`src/rtl/cache_ctrl_if.sv`:
```
// Bundled CPU, cache-array and memory-port signals of the direct-mapped cache controller.
// slave = controller side, master = CPU/array/memory environment side.
interface cache_ctrl_if;
  logic        cpuReq;
  logic        cpuWr;
  logic [15:0] cpuAddr;
  logic [15:0] cpuWdata;
  logic [15:0] cpuRdata;
  logic        cpuDone;

  logic [4:0]  cacheIndex;
  logic [7:0]  cacheTag;
  logic [63:0] cacheBlock;
  logic        cacheDirty;
  logic        cacheWr;
  logic [7:0]  cacheOutTag;
  logic [63:0] cacheOutBlock;
  logic        cacheOutValid;
  logic        cacheOutDirty;

  logic        memReq;
  logic        memWr;
  logic [15:0] memAddr;
  logic [15:0] memWdata;
  logic [15:0] memRdata;
  logic        memAck;

  modport slave (
    input  cpuReq, cpuWr, cpuAddr, cpuWdata,
    output cpuRdata, cpuDone,
    output cacheIndex, cacheTag, cacheBlock, cacheDirty, cacheWr,
    input  cacheOutTag, cacheOutBlock, cacheOutValid, cacheOutDirty,
    output memReq, memWr, memAddr, memWdata,
    input  memRdata, memAck
  );

  modport master (
    output cpuReq, cpuWr, cpuAddr, cpuWdata,
    input  cpuRdata, cpuDone,
    input  cacheIndex, cacheTag, cacheBlock, cacheDirty, cacheWr,
    output cacheOutTag, cacheOutBlock, cacheOutValid, cacheOutDirty,
    input  memReq, memWr, memAddr, memWdata,
    output memRdata, memAck
  );
endinterface

```
`src/rtl/cache_ctrl.sv`:
```
// Write-back, write-allocate sequencer for a 32-line direct-mapped cache with
// four-beat 16-bit line fill and dirty-victim write-back.
module cache_ctrl (
  input logic         clk,
  input logic         rst,
  cache_ctrl_if.slave bus
);
  typedef enum logic [2:0] {IDLE, LOOKUP, EVICT, FILL, INSTALL} state_e;

  state_e      state_q, state_d;
  logic [1:0]  beat_q, beat_d;
  logic        reqWr_q, reqWr_d;
  logic [7:0]  reqTag_q, reqTag_d;
  logic [4:0]  reqIdx_q, reqIdx_d;
  logic [1:0]  reqWord_q, reqWord_d;
  logic [15:0] reqData_q, reqData_d;
  logic [7:0]  victimTag_q, victimTag_d;
  logic [63:0] victimBlock_q, victimBlock_d;
  logic [63:0] fillBuf_q, fillBuf_d;
  logic [15:0] cpuRdata_q, cpuRdata_d;
  logic        cpuDone_q, cpuDone_d;
  logic        hit;
  logic [63:0] merged;
  logic        unused_addr0;

  assign unused_addr0 = bus.cpuAddr[0];
  assign hit          = bus.cacheOutValid & (bus.cacheOutTag == reqTag_q);
  assign bus.cpuRdata = cpuRdata_q;
  assign bus.cpuDone  = cpuDone_q;

  always_ff @(posedge clk) begin
    if (rst) begin
      state_q       <= IDLE;
      beat_q        <= '0;
      reqWr_q       <= 1'b0;
      reqTag_q      <= '0;
      reqIdx_q      <= '0;
      reqWord_q     <= '0;
      reqData_q     <= '0;
      victimTag_q   <= '0;
      victimBlock_q <= '0;
      fillBuf_q     <= '0;
      cpuRdata_q    <= '0;
      cpuDone_q     <= 1'b0;
    end else begin
      state_q       <= state_d;
      beat_q        <= beat_d;
      reqWr_q       <= reqWr_d;
      reqTag_q      <= reqTag_d;
      reqIdx_q      <= reqIdx_d;
      reqWord_q     <= reqWord_d;
      reqData_q     <= reqData_d;
      victimTag_q   <= victimTag_d;
      victimBlock_q <= victimBlock_d;
      fillBuf_q     <= fillBuf_d;
      cpuRdata_q    <= cpuRdata_d;
      cpuDone_q     <= cpuDone_d;
    end
  end

  always_comb begin
    state_d        = state_q;
    beat_d         = beat_q;
    reqWr_d        = reqWr_q;
    reqTag_d       = reqTag_q;
    reqIdx_d       = reqIdx_q;
    reqWord_d      = reqWord_q;
    reqData_d      = reqData_q;
    victimTag_d    = victimTag_q;
    victimBlock_d  = victimBlock_q;
    fillBuf_d      = fillBuf_q;
    cpuRdata_d     = cpuRdata_q;
    cpuDone_d      = 1'b0;
    merged         = bus.cacheOutBlock;
    merged[{reqWord_q, 4'b0000} +: 16] = reqData_q;

    bus.cacheIndex = reqIdx_q;
    bus.cacheTag   = '0;
    bus.cacheBlock = '0;
    bus.cacheDirty = 1'b0;
    bus.cacheWr    = 1'b0;
    bus.memReq     = 1'b0;
    bus.memWr      = 1'b0;
    bus.memAddr    = '0;
    bus.memWdata   = '0;

    unique case (state_q)
      IDLE: begin
        bus.cacheIndex = bus.cpuAddr[7:3];
        if (bus.cpuReq) begin
          reqWr_d   = bus.cpuWr;
          reqTag_d  = bus.cpuAddr[15:8];
          reqIdx_d  = bus.cpuAddr[7:3];
          reqWord_d = bus.cpuAddr[2:1];
          reqData_d = bus.cpuWdata;
          state_d   = LOOKUP;
        end
      end
      LOOKUP: begin
        beat_d = '0;
        if (hit) begin
          if (reqWr_q) begin
            bus.cacheWr    = 1'b1;
            bus.cacheTag   = reqTag_q;
            bus.cacheBlock = merged;
            bus.cacheDirty = 1'b1;
          end else begin
            cpuRdata_d = bus.cacheOutBlock[{reqWord_q, 4'b0000} +: 16];
          end
          cpuDone_d = 1'b1;
          state_d   = IDLE;
        end else if (bus.cacheOutValid & bus.cacheOutDirty) begin
          victimTag_d   = bus.cacheOutTag;
          victimBlock_d = bus.cacheOutBlock;
          state_d       = EVICT;
        end else begin
          state_d = FILL;
        end
      end
      EVICT: begin
        bus.memReq   = 1'b1;
        bus.memWr    = 1'b1;
        bus.memAddr  = {victimTag_q, reqIdx_q, beat_q, 1'b0};
        bus.memWdata = victimBlock_q[{beat_q, 4'b0000} +: 16];
        if (bus.memAck) begin
          beat_d = beat_q + 2'd1;
          if (beat_q == 2'd3) state_d = FILL;
        end
      end
      FILL: begin
        bus.memReq  = 1'b1;
        bus.memAddr = {reqTag_q, reqIdx_q, beat_q, 1'b0};
        if (bus.memAck) begin
          fillBuf_d[{beat_q, 4'b0000} +: 16] = bus.memRdata;
          beat_d = beat_q + 2'd1;
          if (beat_q == 2'd3) state_d = INSTALL;
        end
      end
      INSTALL: begin
        // Re-enter LOOKUP so the hit path performs the read return or write merge.
        bus.cacheWr    = 1'b1;
        bus.cacheTag   = reqTag_q;
        bus.cacheBlock = fillBuf_q;
        state_d        = LOOKUP;
      end
      default: state_d = IDLE;
    endcase
  end
endmodule

```
`src/flat_wrapper.sv`:
```
// flat-port wrapper written by rule: the top's interface ports become plain ports
module cache_ctrl_flat 
  (clk, rst, bus_cpuReq, bus_cpuWr, bus_cpuAddr, bus_cpuWdata, bus_cpuRdata, bus_cpuDone, bus_cacheIndex, bus_cacheTag, bus_cacheBlock, bus_cacheDirty, bus_cacheWr, bus_cacheOutTag, bus_cacheOutBlock, bus_cacheOutValid, bus_cacheOutDirty, bus_memReq, bus_memWr, bus_memAddr, bus_memWdata, bus_memRdata, bus_memAck);
  cache_ctrl_if bus_i ();
  input logic clk;
  input logic rst;
  input wire logic [$bits(bus_i.cpuReq)-1:0] bus_cpuReq;
  input wire logic [$bits(bus_i.cpuWr)-1:0] bus_cpuWr;
  input wire logic [$bits(bus_i.cpuAddr)-1:0] bus_cpuAddr;
  input wire logic [$bits(bus_i.cpuWdata)-1:0] bus_cpuWdata;
  output wire logic [$bits(bus_i.cpuRdata)-1:0] bus_cpuRdata;
  output wire logic [$bits(bus_i.cpuDone)-1:0] bus_cpuDone;
  output wire logic [$bits(bus_i.cacheIndex)-1:0] bus_cacheIndex;
  output wire logic [$bits(bus_i.cacheTag)-1:0] bus_cacheTag;
  output wire logic [$bits(bus_i.cacheBlock)-1:0] bus_cacheBlock;
  output wire logic [$bits(bus_i.cacheDirty)-1:0] bus_cacheDirty;
  output wire logic [$bits(bus_i.cacheWr)-1:0] bus_cacheWr;
  input wire logic [$bits(bus_i.cacheOutTag)-1:0] bus_cacheOutTag;
  input wire logic [$bits(bus_i.cacheOutBlock)-1:0] bus_cacheOutBlock;
  input wire logic [$bits(bus_i.cacheOutValid)-1:0] bus_cacheOutValid;
  input wire logic [$bits(bus_i.cacheOutDirty)-1:0] bus_cacheOutDirty;
  output wire logic [$bits(bus_i.memReq)-1:0] bus_memReq;
  output wire logic [$bits(bus_i.memWr)-1:0] bus_memWr;
  output wire logic [$bits(bus_i.memAddr)-1:0] bus_memAddr;
  output wire logic [$bits(bus_i.memWdata)-1:0] bus_memWdata;
  input wire logic [$bits(bus_i.memRdata)-1:0] bus_memRdata;
  input wire logic [$bits(bus_i.memAck)-1:0] bus_memAck;
  assign bus_i.cpuReq = bus_cpuReq;
  assign bus_i.cpuWr = bus_cpuWr;
  assign bus_i.cpuAddr = bus_cpuAddr;
  assign bus_i.cpuWdata = bus_cpuWdata;
  assign bus_cpuRdata = bus_i.cpuRdata;
  assign bus_cpuDone = bus_i.cpuDone;
  assign bus_cacheIndex = bus_i.cacheIndex;
  assign bus_cacheTag = bus_i.cacheTag;
  assign bus_cacheBlock = bus_i.cacheBlock;
  assign bus_cacheDirty = bus_i.cacheDirty;
  assign bus_cacheWr = bus_i.cacheWr;
  assign bus_i.cacheOutTag = bus_cacheOutTag;
  assign bus_i.cacheOutBlock = bus_cacheOutBlock;
  assign bus_i.cacheOutValid = bus_cacheOutValid;
  assign bus_i.cacheOutDirty = bus_cacheOutDirty;
  assign bus_memReq = bus_i.memReq;
  assign bus_memWr = bus_i.memWr;
  assign bus_memAddr = bus_i.memAddr;
  assign bus_memWdata = bus_i.memWdata;
  assign bus_i.memRdata = bus_memRdata;
  assign bus_i.memAck = bus_memAck;
  cache_ctrl u_core (.clk(clk), .rst(rst), .bus(bus_i));
endmodule
```
`config.mk`:
```
export PLATFORM = sky130hd
export DESIGN_NAME = cache_ctrl_flat
export DESIGN_NICKNAME = d
export VERILOG_FILES = /design/src/rtl/cache_ctrl_if.sv /design/src/rtl/cache_ctrl.sv /design/src/flat_wrapper.sv
export SDC_FILE = /design/constraint.sdc
export NUM_CORES = 1
export LEC_CHECK = 0
export CAP_MARGIN = 20
export CORE_MARGIN = 5
export CORE_UTILIZATION = 25
export DETAILED_ROUTE_END_ITERATION = 10
export PLACE_DENSITY = 0.53
export RECOVER_POWER = 50
export SLEW_MARGIN = 20
export SYNTH_ARGS = -nofsm -noshare
export SYNTH_HDL_FRONTEND = slang
export SYNTH_SLANG_ARGS = --single-unit
```
`constraint.sdc`:
```
create_clock -name clk -period 7.26 [get_ports clk]
set_clock_uncertainty 0.1 [all_clocks]
set_input_delay 1.815 -clock clk [delete_from_list [all_inputs] [get_ports clk]]
set_output_delay 1.815 -clock clk [all_outputs]
set_load 0.02 [all_outputs]
```
==> results.cfg, run 1 <==
[timing]
relSlewSlack_pct = -123
drv_slew = 266
setup_viol = 0
layout_setup_ws_ps = 527
hold_viol = 0
period_needed_ps = 6730
fmax_mhz = 149
rsz0062_at_grt = no
fin_setup_tns_ps = 0
worstMarginPinSlew_ps = 3350
fin_crit_sh_pct = 92.7

[run_status]
status = finished with violations
failed_checks = max-capacitance violations, max-slew violations

[placed_design]
preCtsSetupSlack_ps = 513
place_congestion = 0.913
portBuffers = 254
dpl_cell_area_sq_um = 12600
place_hpwl_mm = 30.2

[layout]
final_nets = 1578
seqCellArea_sq_um = 3800
drive_gt1_share_pct = 7.71
fillers = 4113
design_area_sq_um = 13200
areaGrowthSynthToFinish_pct = 36.2
final_common_cell = nand2_1
final_cell_mix = nand2_1 (347), a21oi_1 (234), clkdlybuf4s50_1 (234)
multi_input_area_sq_um = 5490

[drt]
vias = 9482
routedWlPerCell_um = 20.2
ant_nets = 0
drc = 0
drt_first_pass_iters = 5
drt_iter0_drc = 831
viasPerCell = 4.79
totalWireLength_mm = 39.9

[global_routing]
grt_max_degree = 123
grt_usage_pct = 17.7
antenna_found_initial = 7
grt_pass1_vias = 9188
grt-ovfl-total = 0
grt_pass1_wl_mm = 59.4

[floorplan]
coreArea_sq_um = 38600
die_y_um = 207
die_area_sq_um = 42900
die_x_um = 207
pin_count = 257
start_util_pct = 25.2
rows = 72

[setup_path]
cp_data_required_time_ps = 5350
critical_path_arrival_ps = 4820
crit_path_start_kind = primary input
crit_fanout = 64
critPathKind = primary input to output port
endpoint_kind = output port
rrSetupSlack_ps = 3030

[clocking]
cts.path.max_buffers = 2
cts_setup_buffers = 0
clkLatencyLatePin_ps = 450
cts_htree_levels = 4
cts_tree = built
root_buffer = clkbuf_16
cts_made_buffers = 17
holdBufCountCts = 0
cts_num_sinks = 190
path_clk_slew_ps = 80
cts.repair.resized = 0

[logic_synthesis]
ys_seq_area_share_pct = 39.2
syn_inst = 1251
synth_area_per_cell_sq_um = 7.77
synth_nets = 1389
synth.distinct_cells = 43
syn_area_sq_um = 9710
ys_ff_latch = 190
ys_warn_count = 0

[pwr]
powerDensity_nw_per_um2 = 188
vdd_drop_max_mv = 0.178
power.total_w = 0.00248
p_leak_nw = 4.31

[flow_run]
cap_violations = 3

[worst_hold_path]
min_path_type = flip-flop to flip-flop
flip-flops by register name, indices dropped and copies added, names as in the netlist:
name / count
u_core.beat_q: 2
u_core.bus.cpuDone: 1
u_core.bus.cpuRdata: 16
u_core.fillBuf_q: 64
u_core.reqData_q: 16
u_core.reqIdx_q: 5
u_core.reqTag_q: 8
u_core.reqWord_q: 2
u_core.reqWr_q: 1
u_core.state_q: 3
u_core.victimBlock_q: 64
u_core.victimTag_q: 8
synth_stat cells:
| cell type | instances | area (sq um) |
|---|---|---|
| nor3b_2 | 1 | 12.5 |
| nor3_1 | 5 | 25.0 |
| buf_4 | 2 | 15.0 |
| nor2_1 | 33 | 124 |
| and2_0 | 1 | 6.26 |
| a21oi_1 | 234 | 1170 |
| or3b_1 | 1 | 8.76 |
| clkbuf_1 | 66 | 248 |
| nand4_4 | 1 | 21.3 |
| nand2b_1 | 1 | 6.26 |
| and3_1 | 3 | 18.8 |
| nand3_1 | 66 | 330 |
| or3_4 | 1 | 11.3 |
| buf_6 | 7 | 78.8 |
| conb_1 | 1 | 3.75 |
| dfxtp_1 | 190 | 3800 |
| o31a_1 | 1 | 8.76 |
| mux4_2 | 32 | 721 |
| o21ai_2 | 13 | 114 |
| xor2_1 | 1 | 8.76 |
| a32oi_1 | 1 | 8.76 |
| a31oi_1 | 1 | 6.26 |
| inv_2 | 1 | 3.75 |
| and4_1 | 2 | 17.5 |
| a22oi_1 | 1 | 7.51 |
| o31ai_2 | 1 | 12.5 |
| nand2_1 | 347 | 1300 |
| and4b_1 | 1 | 10.0 |
| o21ai_1 | 47 | 235 |
| nor3b_1 | 4 | 30.0 |
| mux2_2 | 5 | 56.3 |
| inv_1 | 6 | 22.5 |
| nor4_4 | 1 | 21.3 |
| o21ai_0 | 6 | 30.0 |
| buf_1 | 2 | 7.51 |
| and2_1 | 26 | 163 |
| nor2b_1 | 73 | 457 |
| xnor2_2 | 3 | 48.8 |
| ha_1 | 11 | 138 |
| buf_2 | 22 | 110 |
| xnor2_1 | 5 | 43.8 |
| nor4_1 | 1 | 6.26 |
| mux2i_1 | 24 | 240 |
cell type report:
class	instances	share of cell area, %
Tap cell	518	4.90
Sequential cell	190	28.8
Antenna cell	7	0.132
Multi-Input combinational cell	955	41.5
Clock inverter	15	1.31
Clock buffer	17	3.22
Inverter	7	0.199
Timing Repair Buffer	269	20.0
critical path, stage by stage:
cell             delay [ps]
clkdlybuf4s50_1         500
xnor2_1                 130
nand2_1                 210
or3_4                   460
or3b_2                  490
buf_12                  230
o21ai_1                 290
clkdlybuf4s50_1         670
through the flow:
step / utilization (%) / hold WS, ps / std cells
after floorplan: - / 332 / 1251
after global placement: 32.7 / 338 / 1938
after detailed placement: 32.7 / 343 / 1939
after CTS: 34.3 / 354 / 1971
after global routing: 34.3 / 367 / 1978
final: 34.3 / 353 / 1978
worst paths after layout:
kind	startpoint	endpoint	cells past startpoint
max	bus_cacheOutTag[5]	bus_cacheBlock[29]	8
min	u_core.fillBuf_q[51]	u_core.fillBuf_q[51]	2
max reg2reg	u_core.state_q[0]	u_core.victimBlock_q[28]	6
min reg2reg	u_core.fillBuf_q[51]	u_core.fillBuf_q[51]	2
cells by family (layout without fill, tap and decap cells):
| logic type | after synthesis | after routing | synth area share (%) |
|---|---|---|---|
| and+or+nand+nor | 568 | 568 | 26.5 |
| xor gates and xnor gates | 9 | 9 | 1.04 |
| adders and majority gates | 11 | 11 | 1.42 |
| muxes | 61 | 61 | 10.5 |
| buffers and inverters | 106 | 308 | 5.00 |
| DFF | 190 | 190 | 39.2 |
| AOI/OAI and AO/OA | 305 | 305 | 16.4 |
| other | 1 | 8 | 0.0386 |
per-layer routing:
layer / up-vias / GRT usage, % / wire length, um
met2: 298 / 27.0 / 18000
met5: - / 0 / 0
li1: 4614 / - / -
met4: 0 / 6.32 / 1110
met1: 4528 / 25.2 / 18800
met3: 42 / 3.13 / 2030
power by group:
part           switching (W)  internal, W  total, W
Sequential         0.0000321      0.00107   0.00110
Combinational       0.000224     0.000170  0.000394
Clock               0.000494     0.000494  0.000988
Total               0.000749      0.00173   0.00248
No activity file was read; power rests on OpenSTA's default activity.
==> run 2, diff against run 1 <==
--- a/config.mk
+++ b/config.mk
@@ -6,10 +6,9 @@
 export NUM_CORES = 1
 export LEC_CHECK = 0
 export CAP_MARGIN = 20
-export CORE_MARGIN = 5
-export CORE_UTILIZATION = 25
+export CORE_UTILIZATION = 53
 export DETAILED_ROUTE_END_ITERATION = 10
-export PLACE_DENSITY = 0.53
+export PLACE_DENSITY = 0.92
 export RECOVER_POWER = 50
 export SLEW_MARGIN = 20
 export SYNTH_ARGS = -nofsm -noshare
==> results.cfg, run 2 (synthesis gave the netlist of run 1 again) <==
[run_status]
status = finished with violations
failed_checks = design-rule violations, max-capacitance violations, max-slew violations

[floorplan]
rows = 49
pin_count = 257
coreArea_sq_um = 18000
die_area_sq_um = 18900
die_y_um = 137
start_util_pct = 54.1
die_x_um = 137

[layout]
fillers = 1334
largestRegisters = u_core.fillBuf_q (64), u_core.victimBlock_q (64)
final_common_cell = nand2_1
drive_gt1_share_pct = 7.45
stdcell_count = 1680
final_nets = 1575
areaGrowthSynthToFinish_pct = 32.2
final_cell_mix = nand2_1 (347), a21oi_1 (234), clkdlybuf4s50_1 (233)

[timing]
fin_crit_sh_pct = 95.3
drv_slew = 266
fmax_mhz = 145
hold_viol = 0
fin_setup_tns_ps = 0
worstMarginPinSlew_ps = 4420
period_needed_ps = 6920
setup_viol = 0
relSlewSlack_pct = -194
rsz0062_at_grt = no

[clocking]
clkLatencyLatePin_ps = 450
cts_num_sinks = 190
cts.repair.resized = 0
path_clk_slew_ps = 70
cts_made_buffers = 17
cts_tree = built
cts_setup_buffers = 0
holdBufCountCts = 0
root_buffer = clkbuf_16
cts.path.max_buffers = 2
cts_htree_levels = 4

[drt]
drt_first_pass_iters = 9
drt_iter0_drc = 1480
vias = 10178
ant_nets = 0
totalWireLength_mm = 34.4
routedWlPerCell_um = 20.5
viasPerCell = 6.06
drc = 1

[setup_path]
critical_path_arrival_ps = 5000
endpoint_kind = output port
max_stage_delay_ps = 650
crit_path_start_kind = primary input
critPathKind = primary input to output port
crit_fanout = 64
cp_data_required_time_ps = 5350
crit_path_top_delay_cell = clkdlybuf4s50_1
crit_path_cell_trace = dlygate4sd3_1, xnor2_1, nand3_1, or3_4, or3b_2, buf_12, o21ai_1, clkdlybuf4s50_1

[global_routing]
grt_pass1_vias = 9165
grt_usage_pct = 36.6
grt_max_degree = 100
grt_pass1_wl_mm = 51.3
antenna_found_initial = 1
grt-ovfl-total = 0

[pwr]
p_leak_nw = 4.28
power.total_w = 0.00247
vdd_drop_max_mv = 0.198
powerDensity_nw_per_um2 = 193

[placed_design]
place_hpwl_mm = 24.6
portBuffers = 254
place_congestion = 0.927
place_inst = 1646

[worst_hold_path]
min_path_type = flip-flop to flip-flop

[flow_run]
cap_violations = 3
-- run 2: cell types whose count changed in the layout (fill, tap and decap cells not counted), sizes merged --
cell,previous run,this run
diode,7,1
clkinv,4,8
buf,11,8
clkinvlp,2,0
inv,15,13
clkdlybuf4s50,234,233
dlygate4sd3,19,20
-- run 2: stage by stage --
| step | hold slack [ps] | utilization (%) | setup slack (ps) | cell area (sq um) |
|---|---|---|---|---|
| global route | 368 | 71.5 | 214 | 12800 |
| finish | 355 | 71.5 | 344 | 12800 |
| floorplan | 332 | - | 1710 | 9710 |
| global placement | 338 | 68.0 | 511 | 12200 |
| CTS | 353 | 71.4 | 495 | 12800 |
| detailed placement | 345 | 68.0 | 503 | 12200 |
-- run 2: area by class of cell --
class | instances | area, sq um | share of cell area (%)
well taps | 229 | 287 | 2.23
multi-input cells | 955 | 5470 | 42.6
clock inverters | 15 | 198 | 1.54
clock buffers | 17 | 425 | 3.31
inverters | 7 | 26.3 | 0.205
diodes | 1 | 2.50 | 0.0195
flip-flops and latches | 190 | 3800 | 29.6
repair buffers | 266 | 2630 | 20.4
-- run 2: path summary, 6_finish.rpt --
| path | start | end | slack [ps] | cells after the start |
|---|---|---|---|---|
| worst max-delay path | bus_cacheOutTag[6] | bus_cacheBlock[41] | 340 | 8 |
| worst min register to register | u_core.fillBuf_q[33] | u_core.fillBuf_q[33] | 350 | 2 |
| worst min-delay path | u_core.fillBuf_q[33] | u_core.fillBuf_q[33] | 350 | 2 |
| worst max register to register | u_core.state_q[0] | u_core.victimBlock_q[60] | 3060 | 6 |
-- run 2: critical path, delay by kind of cell --
family          cells  cell delay (ps)
compound gates      1              280
xor+xnor            1              190
buf+inv             3             1440
simple gates        3             1230
-- run 2: layer usage --
layer,vias to the layer above,share of wire (%),track usage [%]
li1,4596,-,-
met1,4716,39,50.1
met2,755,45,53.6
met3,111,12,9.09
met4,0,4.6,17.7
met5,-,0,0
-- run 2: power breakdown --
part	internal (W)	switching [W]	total (W)
Clock	0.000499	0.000480	0.000979
Combinational	0.000168	0.000221	0.000389
Sequential	0.00107	0.0000331	0.00110
Total	0.00174	0.000734	0.00247
